## config.mk

```make
export PLATFORM = sky130hd
export DESIGN_NAME = doc_wave_mem_arbiter
export DESIGN_NICKNAME = d
export VERILOG_FILES = /design/src/rtl/doc_mem_pkg.sv /design/src/rtl/doc_wave_mem_arbiter.sv
export SDC_FILE = /design/constraint.sdc
export NUM_CORES = 1
export LEC_CHECK = 0
export ABC_AREA = 1
export CAP_MARGIN = 5
export CORE_AREA = 4 4 108 79
export DETAILED_ROUTE_END_ITERATION = 12
export DIE_AREA = 0 0 112 83
export GPL_ROUTABILITY_DRIVEN = 0
export PLACE_DENSITY = 0.82
export SYNTH_ARGS = -nofsm -noshare
export SYNTH_HDL_FRONTEND = slang
export SYNTH_SLANG_ARGS = --single-unit
export TNS_END_PERCENT = 5
```

## constraint.sdc

```tcl
create_clock -name clk -period 1.4 [get_ports clk]
set_input_delay 0.35 -clock clk [delete_from_list [all_inputs] [get_ports clk]]
set_output_delay 0.35 -clock clk [all_outputs]
set_load 0.03 [all_outputs]
```

## src/rtl/doc_mem_pkg.sv

```systemverilog
// Shared types and constants for the DOC wave RAM arbiter.
// Arbiter states plus data/address width defaults.
package doc_mem_pkg;

  typedef enum logic [1:0] {
    IDLE,
    DOC_ACC,
    HOST_ACC
  } arb_state_t;

  localparam int DOC_DATA_W     = 8;
  localparam int ADDR_WIDTH_DEF = 16;
  localparam int STREAK_W       = 4;

endpackage

```

## src/rtl/doc_wave_mem_arbiter.sv

```systemverilog
// Shares the single-port wave RAM between DOC fetches and host access.
// DOC has priority; a grant streak counter bounds host wait time.
module doc_wave_mem_arbiter
  import doc_mem_pkg::*;
#(
  parameter int ADDR_WIDTH    = ADDR_WIDTH_DEF,
  parameter int HOST_MAX_WAIT = 4
) (
  input  logic                  clk,
  input  logic                  reset_n,
  input  logic                  doc_rd_i,
  input  logic [ADDR_WIDTH-1:0] doc_addr_i,
  output logic [DOC_DATA_W-1:0] doc_data_o,
  output logic                  doc_ready_o,
  input  logic                  host_req_i,
  input  logic                  host_we_i,
  input  logic [ADDR_WIDTH-1:0] host_addr_i,
  input  logic [DOC_DATA_W-1:0] host_wdata_i,
  output logic [DOC_DATA_W-1:0] host_rdata_o,
  output logic                  host_ack_o,
  output logic                  mem_req_o,
  output logic                  mem_we_o,
  output logic [ADDR_WIDTH-1:0] mem_addr_o,
  output logic [DOC_DATA_W-1:0] mem_wdata_o,
  input  logic [DOC_DATA_W-1:0] mem_rdata_i,
  input  logic                  mem_ack_i,
  output logic                  doc_overrun_o
);

  localparam logic [STREAK_W-1:0] MAX_W =
    STREAK_W'(HOST_MAX_WAIT);

  arb_state_t            state;
  logic                  pend_valid;
  logic [ADDR_WIDTH-1:0] pend_addr;
  logic [STREAK_W-1:0]   streak;

  logic                  doc_req;
  logic [ADDR_WIDTH-1:0] doc_sel_addr;
  logic                  host_elig;
  logic                  host_win;
  logic                  doc_win;

  // A fresh strobe bypasses (and replaces) the pending address.
  assign doc_req      = pend_valid | doc_rd_i;
  assign doc_sel_addr = doc_rd_i ? doc_addr_i : pend_addr;
  assign host_elig    = host_req_i & ~host_ack_o;
  assign host_win     = host_elig &
                        (~doc_req | (streak == MAX_W));
  assign doc_win      = doc_req & ~host_win;

  always_ff @(posedge clk) begin
    if (!reset_n) begin
      state         <= IDLE;
      pend_valid    <= 1'b0;
      pend_addr     <= '0;
      streak        <= '0;
      doc_data_o    <= '0;
      doc_ready_o   <= 1'b0;
      host_rdata_o  <= '0;
      host_ack_o    <= 1'b0;
      mem_req_o     <= 1'b0;
      mem_we_o      <= 1'b0;
      mem_addr_o    <= '0;
      mem_wdata_o   <= '0;
      doc_overrun_o <= 1'b0;
    end else begin
      doc_ready_o <= 1'b0;
      host_ack_o  <= 1'b0;

      if (doc_rd_i) begin
        pend_valid <= 1'b1;
        pend_addr  <= doc_addr_i;
        if (pend_valid) begin
          doc_overrun_o <= 1'b1;
        end
      end

      unique case (state)
        IDLE: begin
          unique case (1'b1)
            host_win: begin
              mem_req_o   <= 1'b1;
              mem_we_o    <= host_we_i;
              mem_addr_o  <= host_addr_i;
              mem_wdata_o <= host_wdata_i;
              streak      <= '0;
              state       <= HOST_ACC;
            end
            doc_win: begin
              mem_req_o   <= 1'b1;
              mem_we_o    <= 1'b0;
              mem_addr_o  <= doc_sel_addr;
              mem_wdata_o <= '0;
              pend_valid  <= 1'b0;
              state       <= DOC_ACC;
              if (host_elig) begin
                if (streak != MAX_W) begin
                  streak <= streak + 1'b1;
                end
              end else if (!host_req_i) begin
                streak <= '0;
              end
            end
            default: begin
              if (!host_req_i) begin
                streak <= '0;
              end
            end
          endcase
        end
        DOC_ACC: begin
          if (mem_ack_i) begin
            mem_req_o   <= 1'b0;
            doc_data_o  <= mem_rdata_i;
            doc_ready_o <= 1'b1;
            state       <= IDLE;
          end
        end
        HOST_ACC: begin
          if (mem_ack_i) begin
            mem_req_o  <= 1'b0;
            host_ack_o <= 1'b1;
            state      <= IDLE;
            if (!mem_we_o) begin
              host_rdata_o <= mem_rdata_i;
            end
          end
        end
        default: begin
          mem_req_o <= 1'b0;
          state     <= IDLE;
        end
      endcase
    end
  end

endmodule

```

# Yosys cells after proc, flatten, opt, wreduce, memory -nomap -nowiden
# Index checks and enable logic that the tools add are counted.
[totals]
ff_bits = 68
in_bits = 54
output_inout_bits = 45
elab_cells = 62
[op_classes]
add_sub_neg = 1
n_eq_ne = 8
mux = 18
n_bitwise = 9
reduce_logical = 13
[ops]
columns = ["operator", "count"]
rows = [
  ["case mux 16 bit (2 select lines)", 1],
  ["two-way mux 16 bit", 1],
  ["case mux 8 bit (2 select lines)", 1],
  ["AND reduction 2 bit", 8],
  ["two-way mux 4 bit", 3],
  ["case mux 2 bit (2 select lines)", 2],
  ["case mux 4 bit (2 select lines)", 1],
  ["two-way mux 1 bit", 6],
  ["adder 4 x 1 -> 4 bit, second input constant", 1],
  ["equality test 4 x 3 -> 1 bit, second input constant", 1],
  ["!= test 4 x 3 -> 1 bit, second input constant", 1],
  ["NOT 1 bit", 4],
  ["case mux 1 bit (2 select lines)", 2],
  ["OR reduction 2 bit", 2],
  ["AND 1 bit", 3],
  ["!= test 3 x 2 -> 1 bit, second input constant", 1],
  ["!= test 3 bit, second input constant", 1],
  ["AND reduction 3 bit", 1],
  ["equality test 2 x 1 -> 1 bit, second input constant", 1],
  ["equality test 2 bit, second input constant", 1],
  ["logical NOT 2 bit", 1],
  ["two-way mux 2 bit", 1],
  ["!= test 2 x 1 -> 1 bit, second input constant", 1],
  ["!= test 2 bit, second input constant", 1],
  ["other kinds (2)", 3],
]

# Logic depth before layout (Yosys ltp)
[depth]
ltp_word = 9
mapped_depth = 10
ltp_nobuf = 9

# Worst setup path before layout
# No wires, ideal clock.
[synth_path]
path_type = "reg-to-reg"
start = "register host_ack_o"
end = "register mem_addr_o[15]"
setup_ns = 0.109
arrival_time_ns = 1.313
required_ns = 1.291
slack_ns = -0.022
path_stages_with_launch = 11
n_path_buf = 1
period_less_slack_ns = 1.422
path_cell_list = "dfxtp_1 inv_2 nand2_4 nand2_8 nand2_8 inv_6 buf_8 nor2_2 nor2_1 nand2_1 inv_1"
[synth_between]
elab_chain_cells = 7
word_cells_on_any_way = 8
cone_classes = "mux (1); bitwise (5); reduce/logical (2)"
[synth_rtl]
columns = ["element", "line_no", "rtl"]
rows = [
  ["start, declared", "doc_wave_mem_arbiter.sv:20", "output logic host_ack_o,"],
  ["start signal, assigned", "doc_wave_mem_arbiter.sv:61", "host_ack_o <= 1'b0;"],
  ["start signal, assigned", "doc_wave_mem_arbiter.sv:69", "host_ack_o <= 1'b0;"],
  ["start signal, assigned", "doc_wave_mem_arbiter.sv:123", "host_ack_o <= 1'b1;"],
  ["NOT 1 bit *", "doc_wave_mem_arbiter.sv:47", "assign host_elig = host_req_i & ~host_ack_o;"],
  ["AND 1 bit *", "doc_wave_mem_arbiter.sv:47", ""],
  ["AND 1 bit *", "doc_wave_mem_arbiter.sv:48", "assign host_win = host_elig &"],
  ["NOT 1 bit", "doc_wave_mem_arbiter.sv:50", "assign doc_win = doc_req & ~host_win;"],
  ["AND 1 bit", "doc_wave_mem_arbiter.sv:50", ""],
  ["nonzero test 2 bit (no source line)", "--", ""],
  ["AND reduction 2 bit (no source line)", "--", ""],
  ["end signal, assigned", "doc_wave_mem_arbiter.sv:85", "mem_addr_o <= host_addr_i;"],
  ["end signal, assigned", "doc_wave_mem_arbiter.sv:93", "mem_addr_o <= doc_sel_addr;"],
  ["end, declared", "doc_wave_mem_arbiter.sv:23", "output logic [ADDR_WIDTH-1:0] mem_addr_o,"],
]
# Every way passes the cells marked *; elsewhere a longest branch is shown, timed or not.
# A chain may end at the register's enable or synchronous reset.

# Worst setup path after layout
[layout_path]
start = "register state[1]"
end = "register mem_addr_o[12]"
[layout_between]
elab_chain_cells = 2
[layout_rtl]
columns = ["element", "line_no", "rtl"]
rows = [
  ["start, declared", "doc_wave_mem_arbiter.sv:33", "arb_state_t state;"],
  ["start signal, assigned", "doc_wave_mem_arbiter.sv:54", "state <= IDLE;"],
  ["start signal, assigned", "doc_wave_mem_arbiter.sv:88", "state <= HOST_ACC;"],
  ["start signal, assigned", "doc_wave_mem_arbiter.sv:96", "state <= DOC_ACC;"],
  ["logical NOT 2 bit", "doc_wave_mem_arbiter.sv:79", "unique case (state)"],
  ["AND reduction 2 bit (no source line)", "--", ""],
]
# Every way passes these cells.

==> key figures <==
CTS
  • Reg clk slew, reported paths: 0.08 ns
  • CTS Buf Count: 9
  • Hold buffers post-CTS: 0
  • Clock sink count: 68
  • H-Tree Depth: 3
  • Clk_lat worst skew: 0.34 ns
  • Root Driver: clkbuf_8
  • CTS tree: yes
  • Clock buffer depth: 2

Worst setup path
  • Most frequent CP cell: inv_1
  • Buf/Inv on CP: 4
  • Crit path max-delay family: buffers and inverters
  • Critical setup path kind: flip-flop to flip-flop
  • Max incr delay on CP: 0.33 ns
  • CP arrival: 1.70 ns
  • Flop2flop setup slack: -0.01 ns
  • Worst Setup End Kind: flip-flop
  • Slowest cell on crit path: dfxtp_1
  • Crit path cell chain: inv_1 -> ha_2 -> nand2_8 -> inv_6 -> buf_12 -> nor2_2 -> nor2_1 -> nand2_1 -> inv_1
  • CP startpoint kind: flip-flop
  • CP Max Fanout: 14
  • Worst endpoint required time: 1.68 ns

Die
  • Row count: 27
  • Die span in x: 112 µm
  • Initial Utilization: 40.31%
  • Die area: 9296 µm²
  • Die span in y: 83 µm
  • Core ar.: 7601 µm²
  • I/O pin cnt: 99

Logic synthesis
  • Register area share after synthesis: 44.43%
  • Syn Area/Cell: 7.348 µm²
  • Post-Syn Area: 3064 µm²
  • Synth Instances: 417
  • Synthesized net count: 477
  • Yosys reg bits: 68
  • Yosys Warn Count: 0
  • Post-synth cell types: 28

Global routing
  • Vias in the first global route: 3107
  • Tot GR Track Use: 18.77%
  • Global-route wire length before repair: 14.33 mm
  • Met3 GRT Util: 5.754%
  • Gr busiest metal: met2
  • Antenna violations before repair: 0
  • Met2 usage: 30.74%
  • Largest net degree at the start of global routing: 42
  • M1 GR Usage: 24.04%
  • GRT overflow: 0

Power and ir drop
  • P_sw: 1.981 mW
  • Sw frac: 32.93%
  • Peak VDD IR: 0.6779 mV
  • Comb power frac: 32.8%
  • Clock network fraction of total power: 29.0%
  • Pwr Density: 1258 nW/µm²
  • P_int: 4.033 mW
  • Total power: 6.014 mW
  • Sequential power share: 38.2%
  • Static leakage: 2.172 nW

Timing
  • Final hold violation count: 0
  • Fmax: 707.6 MHz
  • Final period util: 101.0%
  • Max Slew Vio Count: 0
  • Finish-stage setup viols: 2
  • Setup WS post-layout: -0.01332 ns
  • Clock Skew: 0.01399 ns
  • Least-Margin Pin Slew: 0.3145 ns
  • Unrepaired setup endpoints after global routing: true
  • Fin crit period: 1.413 ns
  • Hold Slack: 0.4724 ns
  • Slew margin rel.: 79.03%

Placement
  • Placed Area: 4367 µm²
  • Post-DP HPWL: 6.391 mm
  • IO buf count: 98
  • Dpl cells: 628

Finish
  • Ratio of cells with drive above 1 in the final layout: 26.68%
  • Nets: 606
  • Post-route design area: 4780 µm²
  • Area of the multi-input gates: 1491 µm²
  • Layout fillers: 581
  • Commonest non-fill, non-tap cell in the layout: nand2_1
  • Post-route insts no fill: 652
  • Commonest non-fill, non-tap cells in the layout: nand2_1, nor2_1, dfxtp_1, clkdlybuf4s50_1
  • Sequential cell area: 1368 µm²
  • Area grow syn2layout: 55.98%
  • Inserted Diodes: 0

Detailed routing
  • First DRT Iteration DRCs: 197
  • Drt via density: 5.009
  • Overall routed net length: 9.435 mm
  • Wire per inst: 14.47 µm
  • Total number of vias: 3266
  • TritonRoute pass-1 iters: 5
  • Detail Route Antenna Nets: 0
  • DRC violations left: 0

Run status
  • Status: finished with violations
  • Failing checks: setup timing

Hold path
  • Hold Crit Class: flip-flop to flip-flop

Job
  • Max-Cap Viols: 0
==> power groups by stage <==
stage | Sequential [mW] | Combinational [mW] | Clock [mW]
final | 2.30 | 1.97 | 1.74
after floorplan | 2.62 | 0.776 | 0
after global routing | 2.32 | 2.13 | 1.86
after global placement | 2.32 | 1.84 | 0
after CTS | 2.29 | 1.86 | 1.76
after detailed placement | 2.33 | 1.88 | 0
==> logic make-up after synthesis <==
logic type	after synthesis	synth area share (%)
fa+ha+maj	6	2.450
compound gates	63	11.07
simple gates	227	32.79
flops	68	44.43
buf+inv	53	9.269
==> worst min-delay path, cell delays in order (launching register included) <==
cell     delay, ns
dfxtp_1       0.32
nand2_1       0.06
a21oi_1       0.05
==> sequential cells by signal (all words and copies together) (netlist names) <==
| register | cells |
|---|---|
| doc_data_o | 8 |
| doc_overrun_o | 1 |
| doc_ready_o | 1 |
| host_ack_o | 1 |
| host_rdata_o | 8 |
| mem_addr_o | 16 |
| mem_req_o | 1 |
| mem_wdata_o | 8 |
| mem_we_o | 1 |
| pend_addr | 16 |
| pend_valid | 1 |
| state | 2 |
| streak | 4 |
==> routing by layer <==
metal,vias up,routed length (µm)
li1,1582,-
met1,1520,4032
met2,139,4474
met3,25,695
met4,0,233
met5,-,0
==> per-stage QoR <==
step           setup TNS, ns  setup WS [ns]  utilization [%]
2_1_floorplan              0        0.05284                -
3_5_place_dp          -19.53        -0.4661            57.45
6_report            -0.01846       -0.01332            62.88
5_1_grt               -1.053        -0.1147            62.88
3_3_place_gp          -16.30        -0.3955            57.45
4_1_cts             -0.07040       -0.02868            61.12
==> final cells by class <==
class	count	share of cell area [%]
repair buffers	137	30.21
well taps	101	2.644
multi-input cells	296	31.20
clock inverters	4	1.545
clock buffers	12	2.827
flip-flops and latches	68	28.61
inverters	34	2.958
==> synthesized netlist by cell type (all sizes together) <==
cell type    n  share of area (%)
nand2      101                 14
nor2        85                 12
dfxtp       68                 44
nand3       40                6.7
inv         34                4.4
a21oi       33                5.4
o21ai       27                4.8
buf         16                4.5
ha           6                2.4
clkbuf       3               0.37
o211ai       2               0.49
a211oi       1               0.41
nor3         1               0.16
==> worst paths after layout <==
kind | startpoint | end | cells after the start
max | state[1] | mem_addr_o[12] | 9
min | mem_req_o | mem_req_o | 2
max reg2reg | state[1] | mem_addr_o[12] | 9
min reg2reg | mem_req_o | mem_req_o | 2
==> timing repair <==
item                                    CTS  global route
pin swaps                                 1             8
buffers inserted                          2             5
endpoints found under the setup margin   59            52
gates cloned                              0             1
gates resized for setup                 102            43
No activity file was read; power rests on OpenSTA's default activity.
